**config.mk**
```make
export PLATFORM = sky130hd
export DESIGN_NAME = rgb565_gray_sequencer
export DESIGN_NICKNAME = d
export VERILOG_FILES = /design/src/rtl/rgb565_gray_sequencer.sv
export SDC_FILE = /design/constraint.sdc
export NUM_CORES = 1
export LEC_CHECK = 0
export CAP_MARGIN = 10
export CORE_MARGIN = 2
export CORE_UTILIZATION = 52
export CTS_CLUSTER_DIAMETER = 60
export CTS_CLUSTER_SIZE = 25
export DETAILED_ROUTE_END_ITERATION = 6
export GPL_ROUTABILITY_DRIVEN = 0
export MAX_ROUTING_LAYER = met4
export PLACE_DENSITY = 0.76
export SLEW_MARGIN = 5
export SYNTH_ARGS = -nofsm -noshare
export SYNTH_HDL_FRONTEND = slang
export SYNTH_SLANG_ARGS = --single-unit
```
**constraint.sdc**
```tcl
create_clock -name clock -period 6.8 [get_ports clock]
set_input_delay 1.36 -clock clock [delete_from_list [all_inputs] [get_ports clock]]
set_output_delay 1.36 -clock clock [all_outputs]
set_load 0.03 [all_outputs]
```
**src/rtl/rgb565_gray_sequencer.sv**
```systemverilog
// RGB565 pixel-pair to packed 8-bit grayscale sequencer.
// Input words (two RGB565 pixels) are buffered in a small FIFO, converted one
// pixel per cycle by a single shared converter, and packed four bytes per
// output word (oldest pixel in bits 7:0).
// Optional feature: define GRAY_FLUSH_EN to add a flush input that emits a
// partially filled output word (unfilled lanes zeroed) when the block is idle.
module rgb565_gray_sequencer #(
  parameter int unsigned INPUT_DEPTH = 2
) (
  input  logic        clock,
  input  logic        reset,
  input  logic        inValid,
  input  logic [31:0] inData,
  output logic        inReady,
  output logic        outValid,
  output logic [31:0] outData,
  input  logic        outReady,
  output logic        busy
`ifdef GRAY_FLUSH_EN
  ,
  input  logic        flush
`endif
);

  localparam int unsigned AW = (INPUT_DEPTH > 1) ? $clog2(INPUT_DEPTH) : 1;
  localparam int unsigned CW = $clog2(INPUT_DEPTH + 1);

  typedef enum logic [1:0] {
    IDLE = 2'd0,
    LOW  = 2'd1,
    HIGH = 2'd2
  } state_t;

  state_t          state;
  logic [31:0]     mem [INPUT_DEPTH];
  logic [AW-1:0]   wr_ptr;
  logic [AW-1:0]   rd_ptr;
  logic [CW-1:0]   count;
  logic [CW-1:0]   count_nxt;
  logic [1:0]      lane;
  logic [31:0]     acc;

  logic            full;
  logic            empty;
  logic            push;
  logic            pop;
  logic            converting;
  logic            stall;
  logic            conv_go;
  logic            out_take;
  logic [31:0]     head;
  logic [15:0]     pix;
  logic [16:0]     sum;
  logic [7:0]      y;

  // FIFO status, handshake qualifiers and conversion stall decision
  always_comb begin
    full       = (count == CW'(INPUT_DEPTH));
    empty      = (count == '0);
    push       = inValid && !full;
    converting = (state == LOW) || (state == HIGH);
    stall      = converting && (lane == 2'd3) && outValid && !outReady;
    conv_go    = converting && !stall;
    pop        = conv_go && (state == HIGH);
    out_take   = outValid && outReady;
    count_nxt  = count;
    if (push && !pop) begin
      count_nxt = count + CW'(1);
    end else if (!push && pop) begin
      count_nxt = count - CW'(1);
    end
  end

  assign inReady = !full;
  assign busy    = !empty || (state != IDLE) || (lane != 2'd0) || outValid;

  // Shared RGB565 -> 8-bit luma converter for the pixel selected by the FSM
  always_comb begin
    head = mem[rd_ptr];
    pix  = (state == HIGH) ? head[31:16] : head[15:0];
    sum  = 17'({pix[15:11], 3'b000}) * 17'd54
         + 17'({pix[10:5],  2'b00 }) * 17'd183
         + 17'({pix[4:0],   3'b000}) * 17'd19;
    y    = 8'(sum >> 8);
  end

`ifdef GRAY_FLUSH_EN
  logic        flush_req;
  logic        flush_ok;
  logic        flush_fire;
  logic [31:0] flush_word;

  // Flush is only meaningful with a partial word and nothing left to convert
  always_comb begin
    flush_ok   = (state == IDLE) && empty && !push && (lane != 2'd0);
    flush_fire = (flush || flush_req) && flush_ok && (!outValid || outReady);
    case (lane)
      2'd1:    flush_word = {24'h0, acc[7:0]};
      2'd2:    flush_word = {16'h0, acc[15:0]};
      2'd3:    flush_word = {8'h0,  acc[23:0]};
      default: flush_word = 32'h0;
    endcase
  end

  // Remember a flush request until the output register frees up
  always_ff @(posedge clock) begin
    if (reset) begin
      flush_req <= 1'b0;
    end else begin
      flush_req <= flush_ok && (flush || flush_req) && !flush_fire;
    end
  end
`endif

  // FIFO storage; contents need no reset since pointers gate visibility
  always_ff @(posedge clock) begin
    if (push && !reset) begin
      mem[wr_ptr] <= inData;
    end
  end

  // FSM, FIFO pointers, lane accumulator and output register
  always_ff @(posedge clock) begin
    if (reset) begin
      state    <= IDLE;
      wr_ptr   <= '0;
      rd_ptr   <= '0;
      count    <= '0;
      lane     <= 2'd0;
      acc      <= 32'h0;
      outValid <= 1'b0;
      outData  <= 32'h0;
    end else begin
      if (push) begin
        wr_ptr <= wr_ptr + AW'(1);
      end
      if (pop) begin
        rd_ptr <= rd_ptr + AW'(1);
      end
      count <= count_nxt;

      case (state)
        IDLE: begin
          if (count_nxt != '0) begin
            state <= LOW;
          end
        end
        LOW: begin
          if (conv_go) begin
            state <= HIGH;
          end
        end
        HIGH: begin
          if (conv_go) begin
            state <= (count_nxt != '0) ? LOW : IDLE;
          end
        end
        default: state <= IDLE;
      endcase

      if (conv_go) begin
        acc[{lane, 3'b000} +: 8] <= y;
        lane                     <= lane + 2'd1;
      end

      if (conv_go && (lane == 2'd3)) begin
        outData  <= {y, acc[23:0]};
        outValid <= 1'b1;
`ifdef GRAY_FLUSH_EN
      end else if (flush_fire) begin
        outData  <= flush_word;
        outValid <= 1'b1;
        lane     <= 2'd0;
`endif
      end else if (out_take) begin
        outValid <= 1'b0;
      end
    end
  end

endmodule

```
==> results of run 1 <==
[cell families (layout without fill, tap and decap cells)]
kind of cell | after synthesis | after routing | synth area share, %
muxes | 22 | 22 | 5.72
adders and majority gates | 109 | 109 | 21.0
xor gates and xnor gates | 28 | 28 | 3.30
buffers and inverters | 90 | 175 | 4.76
and+or+nand+nor | 153 | 153 | 9.84
AOI/OAI and AO/OA | 132 | 132 | 11.8
DFF | 130 | 130 | 43.6
[worst paths after layout]
| path | from | end | slack, ns | depth (start not counted) |
|---|---|---|---|---|
| max | state[0] | acc[7] | 0.50 | 24 |
| min | acc[6] | acc[6] | 0.45 | 2 |
| min reg2reg | acc[6] | acc[6] | 0.45 | 2 |
| max reg2reg | state[0] | acc[7] | 0.50 | 24 |
[final cells by class]
type,count,area [um^2],area share (%)
Tap cell,180,225,2.53
Inverter,69,259,2.91
Timing Repair Buffer,75,733,8.25
Clock buffer,21,480,5.40
Multi-Input combinational cell,444,3850,43.3
Clock inverter,10,97.6,1.10
Sequential cell,130,3240,36.5
[state kept, by name (all words and copies together), names as in the netlist, named ones only]
name	count
mem	64
outData	32
acc	24
count	2
lane	2
state	2
outValid	1
rd_ptr	1
wr_ptr	1
[critical path: cells and delay by family, from the launching register on]
kind,cells,cell delay (ns)
AOI/OAI and AO/OA,6,1.00
buffers and inverters,5,0.53
and+or+nand+nor,3,0.53
xor gates and xnor gates,1,0.11
adders and majority gates,7,2.97
DFF,1,0.34
muxes,2,0.68
[cells in the mapped netlist (3+ instances only)]
cell       instances
clkbuf_1          16
nor3b_1            7
xor2_1            12
a21oi_1           54
a22o_1            16
xnor2_1           16
o21ai_0            8
ha_1              83
nor2_1            20
o21ai_1            4
a21o_1            11
and3_1             6
fa_1              26
a211oi_1           5
nand3_1           13
o21bai_1           7
o31ai_1            4
a2bb2oi_1          3
mux2i_1            5
nand2b_1           4
a31oi_1            4
inv_1             69
nand4_1            3
nand2_1           75
edfxtp_1          64
dfxtp_1           66
nor3_1             7
mux4_2            16
[metal layers]
metal / track usage (%) / vias to the layer above / share of wire (%) / wire length [um]
met3: 5.13 / 23 / 3.8 / 543
met5: - / - / 0 / 0
li1: - / 2524 / - / -
met2: 35.5 / 109 / 50 / 7240
met4: 7.17 / 0 / 1.8 / 260
met1: 24.2 / 2459 / 44 / 6360
[stage by stage]
stage	cell area [um^2]	utilization [%]	cells	setup slack (ns)	hold slack [ns]
5_1_grt	8890	63.8	929	0.0278	0.470
2_1_floorplan	7440	-	664	0.363	0.425
6_report	8890	63.8	929	0.499	0.447
4_1_cts	8890	63.8	929	0.498	0.450
3_3_place_gp	8310	59.7	898	0.754	0.442
3_5_place_dp	8310	59.7	898	0.526	0.440
==> reports/metrics.cfg, run 1 <==
[detailed_routing]
firstDrtPassIters=5
wl_per_cell_um=15.5
vias_per_cell=5.51
drt_wl_total_um=14400
antenna_left=0
vias=5115
drtIter0Drc=229
drc=0

[critical_path]
cpPeakStageDelay_ns=0.55
crit_arrival_ns=6.60
cp.required_ns=7.10
worstSetupPathType=reg2reg
cp-start-kind=flip-flop
endpoint_kind=flip-flop
path_max_fanout=13
path_cells=inv_1, ha_1, buf_4, mux4_2, ha_1, inv_1, fa_1, fa_1, inv_1, ha_1, a21oi_1, o21bai_1, nand2_1, a21oi_1, xnor2_1, fa_1, inv_1, ha_1, a21oi_1, o21ai_0, mux2i_1, nand3_1, nor3_1, o31ai_1
cp_slowest_cell=fa_1

[grt]
grt_max_degree=53
track_usage_pct=20.9
grt_pass1_vias=5106
antenna_found_initial=0
grt_first_pass_wirelength_um=23700
grt-ovfl-total=0

[floorplanning]
die_h_um=124
io_pins=71
start_util_pct=53.4
dieArea_mm2=0.0153
rows=43
coreArea_mm2=0.0139
die_w_um=124

[sta]
fin_crit_sh_pct=92.7
hold_viol=0
slew_headroom_pct=27.0
rsz0062_at_grt=no
setup_violations=0
final-max-slew-violation-count=0
worst_pin_slew_ns=1.09
fmax_ghz=0.159
fin_crit_ns=6.30
setup_tns_ns=0
finalClockSkew_ns=0.00529

[synth]
synth_area_leaders=edfxtp_1, dfxtp_1, ha_1, fa_1, mux4_2
synth_edf_count=64
ys_seq_elements=130
yosysSeqAreaShare_pct=43.6
yosysTopAreaCell=edfxtp_1
synth_top_area_share_pct=25.8
synth_nets=809
synth.distinct_cells=59
synth_top_flop_cell=dfxtp_1
syn_area_per_cell_um2=11.2
syn-cell-area_mm2=0.00744
synthArstFlopShare_pct=0
synthCells=664
yosysWarnings=0

[clocking]
clk-insertion-delay-late_ns=0.42
post_cts_buffers=0
cts_sinks=130
root_buffer=clkbuf_16
clockBufferDepth=2
htree_levels=4
cts_tree=yes
ctsResizeCount=0
path_clk_slew_ns=0.06
postCtsHoldBufs=0
cts_made_buffers=17

[layout]
n_antenna_cell=0
layout_common_cells=ha_1, nand2_1, inv_1, clkdlybuf4s50_1, dfxtp_1
drive_above_1_share_pct=8.41
fillers=1060
layout_commonest_cell=ha_1
layout.nets=882
area_growth_syn_to_layout_pct=19.5

[job]
cap_violations=0

[min_path]
hold_path.class=reg2reg

[run_status]
status=finished, final reports clean

[placement]
dp_hpwl_um=10900
port_buffers=70

Power of run 1 is not shown: default switching activity piles up to over one toggle a cycle in this logic, so the estimate is an artifact.
==> inputs of run 2 (changes only) <==
--- a/config.mk
+++ b/config.mk
@@ -5,7 +5,7 @@
 export SDC_FILE = /design/constraint.sdc
 export NUM_CORES = 1
 export LEC_CHECK = 0
-export CAP_MARGIN = 10
+export CAP_MARGIN = 40
 export CORE_MARGIN = 2
 export CORE_UTILIZATION = 52
 export CTS_CLUSTER_DIAMETER = 60
==> reports/metrics.cfg, run 2 (synthesized netlist as in run 1, its figures left out) <==
[detailed_routing]
wl_per_cell_um=15.5
antenna_left=0
firstDrtPassIters=4
vias_per_cell=5.51
vias=5139
drc=0
drt_wl_total_um=14400
drtIter0Drc=276

[layout]
largest_reg_flops=64
layout_commonest_cell=ha_1
layout.nets=885
drive_above_1_share_pct=8.78
fin_cells=932
biggestRegsByFlops=mem: 64 flops, outData: 32 flops, acc: 24 flops
area_growth_syn_to_layout_pct=20.3
fillers=1058
multi_input_area_mm2=0.00385
layout_common_cells=ha_1, nand2_1, inv_1, clkdlybuf4s50_1, dfxtp_1
n_antenna_cell=0
regMostFlops=mem
regArea_mm2=0.00324

[clocking]
path_clk_slew_ns=0.06
root_buffer=clkbuf_16
post_cts_buffers=0
postCtsHoldBufs=0
cts_tree=yes
cts_made_buffers=17
clockBufferDepth=2
cts_sinks=130
htree_levels=4
clk-insertion-delay-late_ns=0.42

[grt]
grt-ovfl-total=0
antenna_found_initial=0
grt_max_degree=53
grt_first_pass_wirelength_um=24100
grt_pass1_vias=5182
track_usage_pct=21.1

[critical_path]
cpPeakStageDelay_ns=0.55
cp-start-kind=flip-flop
endpoint_kind=flip-flop
cp.depth=24
cp_slowest_cell=fa_1
crit_arrival_ns=6.59
reg2reg_depth=24
worstSetupPathType=reg2reg
path_delay_family=adder cells
cp.required_ns=7.09
path_max_fanout=13
path_cells=inv_1, ha_1, buf_4, mux4_2, ha_1, inv_1, fa_1, fa_1, inv_1, ha_1, a21oi_1, o21bai_1, nand2_1, a21oi_1, xnor2_1, fa_1, inv_1, ha_1, a21oi_1, o21ai_1, or4_1, and3_1, a21oi_2, o31ai_1
worst-path-buf-inv=5

[placement]
dp_hpwl_um=11000
pre_cts_ws_ns=0.519
dpl.cell_count=901
port_buffers=70

[sta]
setup_violations=0
fin_crit_sh_pct=92.5
worst_pin_slew_ns=0.839
layout_setup_ws_ns=0.508
finalClockSkew_ns=0.00967
setup_tns_ns=0
final-max-slew-violation-count=0
fin_crit_ns=6.29
slew_headroom_pct=43.6
hold_viol=0
fmax_ghz=0.159
rsz0062_at_grt=no

[floorplanning]
coreArea_mm2=0.0139
io_pins=71
rows=43
start_util_pct=53.4
die_w_um=124
die_h_um=124
dieArea_mm2=0.0153

[run_status]
status=finished, final reports clean

[job]
cap_violations=0

[min_path]
hold_path.class=reg2reg
worstHoldPathCells=2

run 2: routing by layer:
layer / share of wire (%) / GRT usage (%) / vias to the layer above
li1: - / - / 2528
met1: 44 / 24.9 / 2463
met2: 50 / 35.5 / 124
met3: 3.6 / 4.03 / 24
met4: 2.1 / 8.52 / 0
met5: 0 / - / -
run 2: path summary, 6_finish.rpt:
kind,to,startpoint,slack (ns)
worst min register to register,acc[6],acc[6],0.45
worst min-delay path,acc[6],acc[6],0.45
worst max-delay path,acc[7],state[0],0.51
worst max register to register,acc[7],state[0],0.51
run 2: final cells by class:
type	count	area share [%]
clock buffers	21	5.27
clock inverters	10	1.12
inverters	69	2.89
multi-input cells	444	43.1
flip-flops and latches	130	36.2
well taps	180	2.52
repair buffers	78	8.89
run 2: metrics by stage:
step / utilization, % / area [um^2] / hold WS, ns
after global placement: 59.7 / 8310 / 0.442
after global routing: 64.2 / 8950 / 0.475
final: 64.2 / 8950 / 0.452
after detailed placement: 60.1 / 8380 / 0.441
after CTS: 64.2 / 8950 / 0.450
after floorplan: - / 7440 / 0.425
run 2: tightest hold or removal path, stage by stage, from the launching register on:
cell     delay, ns
dfxtp_1       0.31
nand2_1       0.05
o21ai_1       0.05
run 2: what timing repair did:
item | CTS | global route
hold endpoints to repair | 0 | 0
endpoints found under the setup margin | 0 | 3
gates resized for setup | 0 | 1
Power of run 2 is left out for the same reason.
==> inputs of run 3 (changes only) <==
--- a/config.mk
+++ b/config.mk
@@ -6,6 +6,7 @@
 export NUM_CORES = 1
 export LEC_CHECK = 0
 export CAP_MARGIN = 40
+export CORE_ASPECT_RATIO = 2
 export CORE_MARGIN = 2
 export CORE_UTILIZATION = 52
 export CTS_CLUSTER_DIAMETER = 60
==> reports/metrics.cfg, run 3 (synthesized netlist as in run 1, its figures left out) <==
[grt]
grt-ovfl-total=0
grt_max_degree=53
antenna_found_initial=0
grt_first_pass_wirelength_um=26100
track_usage_pct=22.7
grt_pass1_vias=5616

[critical_path]
crit_arrival_ns=6.60
endpoint_kind=flip-flop
cp.required_ns=7.10
cp-start-kind=flip-flop
worstSetupPathType=reg2reg
path_max_fanout=13

[clocking]
clk-insertion-delay-late_ns=0.42
postCtsHoldBufs=0
root_buffer=clkbuf_16
post_cts_buffers=0
cts_sinks=130
htree_levels=4
cts_made_buffers=17
path_clk_slew_ns=0.06
cts_tree=yes
ctsResizeCount=0
clockBufferDepth=2

[detailed_routing]
drc=0
vias=5222
vias_per_cell=5.54
drt_wl_total_um=15800
drtIter0Drc=200
firstDrtPassIters=5
antenna_left=0
wl_per_cell_um=16.7

[sta]
setup_tns_ns=0
finalClockSkew_ns=0.0123
fin_crit_ns=6.31
fin_crit_sh_pct=92.7
slew_headroom_pct=50.5
worst_pin_slew_ns=0.743
fmax_ghz=0.159
hold_viol=0
final-max-slew-violation-count=0
rsz0062_at_grt=no
setup_violations=0

[floorplanning]
io_pins=71
rows=61
start_util_pct=53.3
dieArea_mm2=0.0153
coreArea_mm2=0.0140
die_w_um=88.6
die_h_um=173

[run_status]
status=finished, final reports clean

[layout]
fin_cells=942
largest_reg_flops=64
fillers=1069
layout.nets=885
n_antenna_cell=0
biggestRegsByFlops=mem: 64 flops, outData: 32 flops, acc: 24 flops
regMostFlops=mem
layout_commonest_cell=ha_1
layout_common_cells=ha_1, nand2_1, clkdlybuf4s50_1, inv_1, dfxtp_1
drive_above_1_share_pct=8.76
area_growth_syn_to_layout_pct=20.3

[job]
cap_violations=0

[placement]
dpl.cell_count=910
dp_hpwl_um=12200
port_buffers=70

[min_path]
hold_path.class=reg2reg

==> run 3: changes by cell type in the layout (fill, tap and decap cells not counted), sizes merged <==
cell and change:
buf -1, bufinv +1, clkbuf -4, clkdlybuf4s50 +1, clkinv -2, clkinvlp +1, inv +5
==> run 3: layout make-up <==
| cell class | count | area [um^2] | area share (%) |
|---|---|---|---|
| clock inverters | 15 | 168 | 1.87 |
| flip-flops and latches | 130 | 3240 | 36.2 |
| repair buffers | 78 | 768 | 8.58 |
| multi-input cells | 444 | 3850 | 43.0 |
| clock buffers | 17 | 425 | 4.75 |
| inverters | 69 | 259 | 2.89 |
| well taps | 189 | 236 | 2.64 |
==> run 3: worst paths after layout <==
kind	start	slack (ns)	to	cells after the start
worst max-delay path	state[0]	0.49	acc[15]	24
worst min-delay path	outData[22]	0.45	outData[22]	2
worst max register to register	state[0]	0.49	acc[15]	24
worst min register to register	outData[22]	0.45	outData[22]	2
==> run 3: through the flow <==
stage | setup WS, ns | hold slack [ns] | instance area (um^2) | util [%]
floorplan | 0.363 | 0.425 | 7440 | -
global placement | 0.695 | 0.441 | 8340 | 59.7
detailed placement | 0.442 | 0.446 | 8360 | 59.8
CTS | 0.379 | 0.454 | 8950 | 64.1
global route | 0.0352 | 0.470 | 8950 | 64.1
finish | 0.495 | 0.453 | 8950 | 64.1
==> run 3: worst max-delay path, stage by stage (launching register included) <==
cell,delay (ns)
dfxtp_1,0.34
inv_1,0.09
ha_1,0.32
buf_4,0.29
mux4_2,0.41
ha_1,0.34
inv_1,0.05
fa_1,0.46
fa_1,0.55
inv_1,0.04
ha_1,0.34
a21oi_1,0.12
o21bai_1,0.18
nand2_1,0.10
a21oi_1,0.21
xnor2_1,0.13
fa_1,0.51
inv_1,0.04
ha_1,0.47
a21oi_1,0.11
o21ai_1,0.25
mux2i_1,0.26
nand3_1,0.12
nor3_1,0.32
o31ai_1,0.13
==> run 3: per-layer routing <==
metal	wire length (um)	track usage, %
met1	5360	21.8
met4	665	11.4
met3	515	3.53
met5	0	-
met2	9240	41.8
Power of run 3 is left out for the same reason.
